<file path="src/rtl/sdram_frame_reader_if.sv">
// rtl/sdram_frame_reader_if.sv - SDRAM bridge read port and pixel stream bundle for sdram_frame_reader
interface sdram_frame_reader_if;
  logic [24:0] avm_address;
  logic [1:0]  avm_byteenable_n;
  logic        avm_chipselect;
  logic [15:0] avm_writedata;
  logic        avm_read_n;
  logic        avm_write_n;
  logic [15:0] avm_readdata;
  logic        avm_readdatavalid;
  logic        avm_waitrequest;
  logic [15:0] pix_data;
  logic        pix_valid;
  logic        pix_ready;

  // master: the frame reader (drives bridge requests, sources pixels)
  modport master (
    output avm_address, avm_byteenable_n, avm_chipselect, avm_writedata,
    output avm_read_n, avm_write_n,
    input  avm_readdata, avm_readdatavalid, avm_waitrequest,
    output pix_data, pix_valid,
    input  pix_ready
  );

  // slave: the SDRAM bridge plus pixel consumer side
  modport slave (
    input  avm_address, avm_byteenable_n, avm_chipselect, avm_writedata,
    input  avm_read_n, avm_write_n,
    output avm_readdata, avm_readdatavalid, avm_waitrequest,
    input  pix_data, pix_valid,
    output pix_ready
  );
endinterface

</file>
<file path="src/rtl/sdram_frame_reader.sv">
// rtl/sdram_frame_reader.sv - streams one frame of 16-bit words from SDRAM into a pixel FIFO (FRAME_READER_LOOP_EN: continuous scan-out)
module sdram_frame_reader #(
  parameter logic [24:0] FRAME_BASE  = 25'h0,
  parameter int          FRAME_WORDS = 307200,
  parameter int          FIFO_DEPTH  = 32,
  parameter int          MAX_PENDING = 8
) (
  input  logic clk_clk,
  input  logic reset_reset,
  input  logic start,
  output logic busy,
  output logic done,
  sdram_frame_reader_if.master bus
);

  localparam int AW = $clog2(FIFO_DEPTH);
  localparam int CW = $clog2(FIFO_DEPTH + 1);
  localparam int PW = $clog2(MAX_PENDING + 1);
  localparam logic [25:0]   LAST_IDX = 26'(FRAME_WORDS - 1);
  localparam logic [9:0]    DEPTH_W  = 10'(FIFO_DEPTH);
  localparam logic [PW-1:0] MAXP     = PW'(MAX_PENDING);
  localparam logic [CW-1:0] FULL     = CW'(FIFO_DEPTH);

  typedef enum logic [1:0] {IDLE, READ, DRAIN} state_t;

  state_t        state_q, state_d;
  logic [24:0]   addr_q;
  logic [25:0]   issue_q;
  logic [PW-1:0] pending, pending_d;
  logic [CW-1:0] fifo_count;
  logic [AW-1:0] wr_ptr, rd_ptr;
  logic [15:0]   mem [FIFO_DEPTH];

  logic [9:0] occupancy;
  logic       req, accept, ret, push, pop, load_base;

  // Request only when every outstanding read already has a reserved FIFO slot
  always_comb begin
    occupancy = 10'(pending) + 10'(fifo_count);
    req       = (state_q == READ) && (occupancy < DEPTH_W) && (pending < MAXP);
    accept    = req && !bus.avm_waitrequest;
    ret       = bus.avm_readdatavalid && (state_q != IDLE) && (pending != '0);
    pop       = bus.pix_valid && bus.pix_ready;
    push      = ret && ((fifo_count != FULL) || pop);
  end

  // Outstanding-read count: +1 on acceptance, -1 on return, unchanged when both
  always_comb begin
    pending_d = pending;
    if (accept && !ret)
      pending_d = pending + PW'(1);
    else if (!accept && ret)
      pending_d = pending - PW'(1);
  end

  // State register
  always_ff @(posedge clk_clk) begin
    if (reset_reset)
      state_q <= IDLE;
    else
      state_q <= state_d;
  end

  // Next state, done pulse and base reload decision
  always_comb begin
    state_d   = state_q;
    load_base = 1'b0;
    done      = 1'b0;
    case (state_q)
      IDLE: begin
        if (start) begin
          state_d   = READ;
          load_base = 1'b1;
        end
      end
      READ: begin
        if (accept && (issue_q == LAST_IDX))
          state_d = DRAIN;
      end
      DRAIN: begin
        if (pending_d == '0) begin
          done = 1'b1;
`ifdef FRAME_READER_LOOP_EN
          state_d   = READ;
          load_base = 1'b1;
`else
          state_d   = IDLE;
`endif
        end
      end
      default: state_d = IDLE;
    endcase
  end

  // Address and issue counter; address wraps naturally at 2^25
  always_ff @(posedge clk_clk) begin
    if (reset_reset) begin
      addr_q  <= FRAME_BASE;
      issue_q <= '0;
    end else if (load_base) begin
      addr_q  <= FRAME_BASE;
      issue_q <= '0;
    end else if (accept) begin
      addr_q  <= addr_q + 25'd1;
      issue_q <= issue_q + 26'd1;
    end
  end

  // Pending counter register
  always_ff @(posedge clk_clk) begin
    if (reset_reset)
      pending <= '0;
    else
      pending <= pending_d;
  end

  // FIFO pointers and occupancy; push+pop together leaves the count alone
  always_ff @(posedge clk_clk) begin
    if (reset_reset) begin
      wr_ptr     <= '0;
      rd_ptr     <= '0;
      fifo_count <= '0;
    end else begin
      if (push)
        wr_ptr <= wr_ptr + AW'(1);
      if (pop)
        rd_ptr <= rd_ptr + AW'(1);
      if (push && !pop)
        fifo_count <= fifo_count + CW'(1);
      else if (!push && pop)
        fifo_count <= fifo_count - CW'(1);
    end
  end

  // FIFO storage, written in return order
  always_ff @(posedge clk_clk) begin
    if (push)
      mem[wr_ptr] <= bus.avm_readdata;
  end

  // Bridge and pixel outputs
  always_comb begin
    busy                 = (state_q != IDLE);
    bus.avm_address      = addr_q;
    bus.avm_byteenable_n = 2'b00;
    bus.avm_chipselect   = req;
    bus.avm_writedata    = 16'h0000;
    bus.avm_read_n       = !req;
    bus.avm_write_n      = 1'b1;
    bus.pix_data         = mem[rd_ptr];
    bus.pix_valid        = (fifo_count != '0);
  end

endmodule

</file>
<file path="src/flat_wrapper.sv">
// flat-port wrapper written by rule: the top's interface ports become plain ports
module sdram_frame_reader_flat 
#(
  parameter logic [24:0] FRAME_BASE  = 25'h0,
  parameter int          FRAME_WORDS = 307200,
  parameter int          FIFO_DEPTH  = 32,
  parameter int          MAX_PENDING = 8
)
  (clk_clk, reset_reset, start, busy, done, bus_avm_address, bus_avm_byteenable_n, bus_avm_chipselect, bus_avm_writedata, bus_avm_read_n, bus_avm_write_n, bus_avm_readdata, bus_avm_readdatavalid, bus_avm_waitrequest, bus_pix_data, bus_pix_valid, bus_pix_ready);
  sdram_frame_reader_if bus_i ();
  input  logic clk_clk;
  input  logic reset_reset;
  input  logic start;
  output logic busy;
  output logic done;
  output wire logic [$bits(bus_i.avm_address)-1:0] bus_avm_address;
  output wire logic [$bits(bus_i.avm_byteenable_n)-1:0] bus_avm_byteenable_n;
  output wire logic [$bits(bus_i.avm_chipselect)-1:0] bus_avm_chipselect;
  output wire logic [$bits(bus_i.avm_writedata)-1:0] bus_avm_writedata;
  output wire logic [$bits(bus_i.avm_read_n)-1:0] bus_avm_read_n;
  output wire logic [$bits(bus_i.avm_write_n)-1:0] bus_avm_write_n;
  input wire logic [$bits(bus_i.avm_readdata)-1:0] bus_avm_readdata;
  input wire logic [$bits(bus_i.avm_readdatavalid)-1:0] bus_avm_readdatavalid;
  input wire logic [$bits(bus_i.avm_waitrequest)-1:0] bus_avm_waitrequest;
  output wire logic [$bits(bus_i.pix_data)-1:0] bus_pix_data;
  output wire logic [$bits(bus_i.pix_valid)-1:0] bus_pix_valid;
  input wire logic [$bits(bus_i.pix_ready)-1:0] bus_pix_ready;
  assign bus_avm_address = bus_i.avm_address;
  assign bus_avm_byteenable_n = bus_i.avm_byteenable_n;
  assign bus_avm_chipselect = bus_i.avm_chipselect;
  assign bus_avm_writedata = bus_i.avm_writedata;
  assign bus_avm_read_n = bus_i.avm_read_n;
  assign bus_avm_write_n = bus_i.avm_write_n;
  assign bus_i.avm_readdata = bus_avm_readdata;
  assign bus_i.avm_readdatavalid = bus_avm_readdatavalid;
  assign bus_i.avm_waitrequest = bus_avm_waitrequest;
  assign bus_pix_data = bus_i.pix_data;
  assign bus_pix_valid = bus_i.pix_valid;
  assign bus_i.pix_ready = bus_pix_ready;
  sdram_frame_reader #(.FRAME_BASE(FRAME_BASE), .FRAME_WORDS(FRAME_WORDS), .FIFO_DEPTH(FIFO_DEPTH), .MAX_PENDING(MAX_PENDING)) u_core (.clk_clk(clk_clk), .reset_reset(reset_reset), .start(start), .busy(busy), .done(done), .bus(bus_i));
endmodule
</file>
<file path="config.mk">
export PLATFORM = sky130hd
export DESIGN_NAME = sdram_frame_reader_flat
export DESIGN_NICKNAME = d
export VERILOG_FILES = /design/src/rtl/sdram_frame_reader_if.sv /design/src/rtl/sdram_frame_reader.sv /design/src/flat_wrapper.sv
export SDC_FILE = /design/constraint.sdc
export NUM_CORES = 1
export LEC_CHECK = 0
export BUFFER_PORTS_ARGS = -buffer_cell sky130_fd_sc_hd__buf_4
export CAP_MARGIN = 20
export CORE_MARGIN = 3
export CORE_UTILIZATION = 55
export CTS_CLUSTER_SIZE = 28
export DETAILED_ROUTE_END_ITERATION = 8
export PLACE_DENSITY = 0.75
export SLEW_MARGIN = 10
export SYNTH_ARGS = -nofsm -noshare
export SYNTH_HDL_FRONTEND = slang
export SYNTH_SLANG_ARGS = --single-unit
</file>
<file path="constraint.sdc">
create_clock -name clk_clk -period 2.8 [get_ports clk_clk]
set_input_delay 0.42 -clock clk_clk [delete_from_list [all_inputs] [get_ports clk_clk]]
set_output_delay 0.42 -clock clk_clk [all_outputs]
set_load 0.005 [all_outputs]
</file>
==> impl_metrics.env <==
export IMPL_n_fill_cell=2675
export IMPL_ys_warn_count=0
export IMPL_crit_fanout=10
export IMPL_hold_viol_final=0
export IMPL_final_min_clock_period_ps=3340
export IMPL_violations="setup timing"
export IMPL_r2r_end="u_core.fifo_count[4]$_SDFFE_PP0P_"
export IMPL_grt_use_met1_pct=31.4
export IMPL_hold_depth=3
export IMPL_synth_area_sq_um=23800
export IMPL_grt_pass1_vias=12700
export IMPL_power_internal_mw=16.8
export IMPL_rsz0062_at_grt="true"
export IMPL_layout_setup_ws_ps=-537
export IMPL_drc_errors=0
export IMPL_htree_num_levels=2
export IMPL_antenna_found_initial=0
export IMPL_comb_power_share_pct=22.5
export IMPL_period_share_pct=119
export IMPL_drive_above_1_share_pct=36.8
export IMPL_hold_path_class="in2reg"
export IMPL_wl_microns=52700
export IMPL_cap_viol_max_count=0
export IMPL_drt_first_pass_iters=5
export IMPL_io_buffers=67
export IMPL_p_switching_mw=5.46
export IMPL_critical_path_class="reg2out"
export IMPL_drtIter0Drc=1208
export IMPL_p_sw_share_pct=24.5
export IMPL_synth_distinct_cells=57
export IMPL_fmax_ghz=0.300
export IMPL_final_area_sq_um=28200
export IMPL_final_cell_mix="512 x edfxtp_1, 160 x mux4_2, 141 x buf_4"
export IMPL_ys_flop_type="edfxtp_1"
export IMPL_dp_hpwl_microns=29600
export IMPL_place_ws_ps=-51.0
export IMPL_die_h_microns=214
export IMPL_pwr_share_seq_pct=43.9
export IMPL_design_core_area_sq_um=42300
export IMPL_ys_seq_elements=590
export IMPL_rows=75
export IMPL_clock_path_buffers=3
export IMPL_worstMarginPinSlew_ps=714
export IMPL_crit_required_ps=2380
export IMPL_critical_path_top_delay_family="multiplexers"
export IMPL_numCtsBuffers=56
export IMPL_cp_slowest_stage_delay_ps=570
export IMPL_via_count=12500
export IMPL_synth_area_per_cell_sq_um=18.8
export IMPL_cellPowerDensity_nw_per_um2=788
export IMPL_slowest_stage="mux4_2"
export IMPL_setup_violations=17
export IMPL_crit_path_end_kind="output port"
export IMPL_area_growth_pct=18.7
export IMPL_globalplace_congestion=0.798
export IMPL_total_power_mw=22.3
export IMPL_path_buf_inv=3
export IMPL_regToRegStartpoint="u_core.fifo_count[2]$_SDFFE_PP0P_"
export IMPL_grt_max_degree=57
export IMPL_via_per_inst=6.05
export IMPL_final_common_cell="edfxtp_1"
export IMPL_critical_path_arrival_ps=2920
export IMPL_pwr_share_clk_pct=33.5
export IMPL_min_from="start"
export IMPL_reg2reg_depth=13
export IMPL_hold_ws_ps=112
export IMPL_power_leakage_nw=8.95
export IMPL_status="finished, violations left"
export IMPL_busiest_layer="met2"
export IMPL_path_cells="buf_12, buf_12, mux4_2, mux4_2, mux2_2, buf_4"
export IMPL_ff2ff_setup_slack_ps=10
export IMPL_wire_per_inst_microns=25.5
export IMPL_diodes=0
export IMPL_whs_endpoint="u_core.state_q[0]$_SDFFE_PP0P_"
export IMPL_ys_seq_area_share_pct=71.2
export IMPL_dpl_cell_area_sq_um=25800
export IMPL_fin_nets=1487
export IMPL_start_util_pct=56.2
export IMPL_max_slew_margin_rel_pct=52.3
export IMPL_boundaryPins=87
export IMPL_grt_first_pass_wirelength_microns=79300
export IMPL_ys_async_sr_fraction_pct=0
export IMPL_synth_edff_count=512
export IMPL_clk_pin_slew_ps=60
export IMPL_grtUsageMet2_pct=39.3
export IMPL_cts_sinks=590
export IMPL_cts_tree="done"
export IMPL_ir_drop_uv=605
export IMPL_die_x_microns=214
export IMPL_final_core_util_pct=66.7
export IMPL_slew_viol_final=0
export IMPL_overflow=0
export IMPL_insertion_delay_ps=620
export IMPL_start_kind="flip-flop"
export IMPL_antenna_left=0
export IMPL_skew_ps=38.4
export IMPL_use_met3_pct=3.52
export IMPL_synthCells=1262
export IMPL_cts_root_buf="clkbuf_16"
export IMPL_die_area_sq_um=45800
export IMPL_cts_hold_buffers=0
export IMPL_grtUsageTotal_pct=22.9
-- worst max path at each step --
stage               slack (ps)                                 to                              start  cells past startpoint
floorplan                  -80  u_core.fifo_count[5]$_SDFFE_PP0P_  u_core.fifo_count[3]$_SDFFE_PP0P_                     14
global placement            20  u_core.fifo_count[5]$_SDFFE_PP0P_  u_core.fifo_count[3]$_SDFFE_PP0P_                     13
detailed placement         -50  u_core.fifo_count[3]$_SDFFE_PP0P_  u_core.fifo_count[3]$_SDFFE_PP0P_                     14
CTS                       -530                    bus_pix_data[1]                          flip-flop                      6
global route              -580                    bus_pix_data[2]                          flip-flop                      6
finish                    -540                    bus_pix_data[1]                          flip-flop                      6
-- power groups by stage --
stage          Clock [mW]  Sequential, mW  Combinational (mW)
2_1_floorplan           0            9.93                2.86
3_3_place_gp            0            9.94                4.15
3_5_place_dp            0            9.94                4.23
4_1_cts              7.55            9.77                4.77
5_1_grt              7.90            9.78                5.34
6_report             7.47            9.78                5.02
-- logic make-up (layout without fill, tap and decap cells) --
logic type,Yosys count,in the layout,synth area share [%]
AOI/OAI and AO/OA,55,55,1.50
xor gates and xnor gates,57,57,2.10
adders and majority gates,18,18,0.978
buffers and inverters,98,310,2.10
DFF,590,590,71.2
muxes,178,178,16.0
other,2,19,0.0316
and+or+nand+nor,264,264,6.10
-- cells in the mapped netlist (all sizes together), types with 2 or more instances --
| library cell | count | area (sq um) |
|---|---|---|
| mux2i | 2 | 20.0 |
| nor4b | 3 | 26.3 |
| o21ai | 16 | 80.1 |
| or3 | 10 | 62.6 |
| nand3 | 22 | 115 |
| clkbuf | 38 | 143 |
| ha | 17 | 213 |
| nand3b | 3 | 22.5 |
| conb | 2 | 7.51 |
| xor2 | 19 | 166 |
| nor4 | 25 | 284 |
| dfxtp | 78 | 1560 |
| buf | 41 | 285 |
| mux4 | 160 | 3600 |
| and4 | 2 | 17.5 |
| or3b | 2 | 17.5 |
| and3 | 9 | 56.3 |
| nor3 | 14 | 75.1 |
| edfxtp | 512 | 15400 |
| a21oi | 22 | 110 |
| nor2 | 106 | 400 |
| mux2 | 16 | 180 |
| a31oi | 3 | 18.8 |
| or2 | 3 | 18.8 |
| and2 | 2 | 12.5 |
| inv | 19 | 71.3 |
| nand4 | 24 | 156 |
| nand4b | 2 | 17.5 |
| a21o | 5 | 37.5 |
| nand2 | 31 | 116 |
| xnor2 | 38 | 333 |
-- worst reg2reg max path, cell delays in order (launching register included) --
cell	delay, ps
dfxtp_2	320
or4_4	540
or3_4	380
and2_4	160
inv_4	60
ha_4	140
inv_4	50
fa_2	330
a21o_1	180
a21oi_2	140
xor2_1	150
nor2_1	60
a21oi_1	120
nor2_1	50
-- through the flow --
stage          cells  TNS, ps
2_1_floorplan   1279   -20600
3_3_place_gp    1937        0
3_5_place_dp    1937     -108
4_1_cts         2057    -8470
5_1_grt         2068    -9420
6_report        2068    -8140
-- registers in the layout, indices dropped and copies added (netlist names), named ones only --
name / flops
u_core.rd_ptr: 5
u_core.issue_q: 26
u_core.state_q: 2
u_core.fifo_count: 6
u_core.wr_ptr: 5
u_core.bus.avm_address: 25
u_core.mem: 512
u_core.pending: 4
-- cell type report --
cell class	count	area [sq um]	share of cell area, %
clock buffer	68	1500	5.31
clock inverter	34	328	1.16
inverter	19	76.3	0.270
multi-input combinational	591	6660	23.6
sequential	590	17000	60.1
tap	577	722	2.56
timing repair buffer	189	1990	7.03
-- metal layers --
metal  routed length [microns]  share of wire (%)
met3                      3310                6.3
met1                     20800                 40
met4                      1080                2.0
met2                     27500                 52
met5                         0                  0
-- what timing repair did --
item,CTS,global route
gates cloned,3,2
pin swaps,13,19
setup buffers,15,9
setup endpoints to repair,20,34
resized for setup,32,19
(Power assumes the default switching activity.)
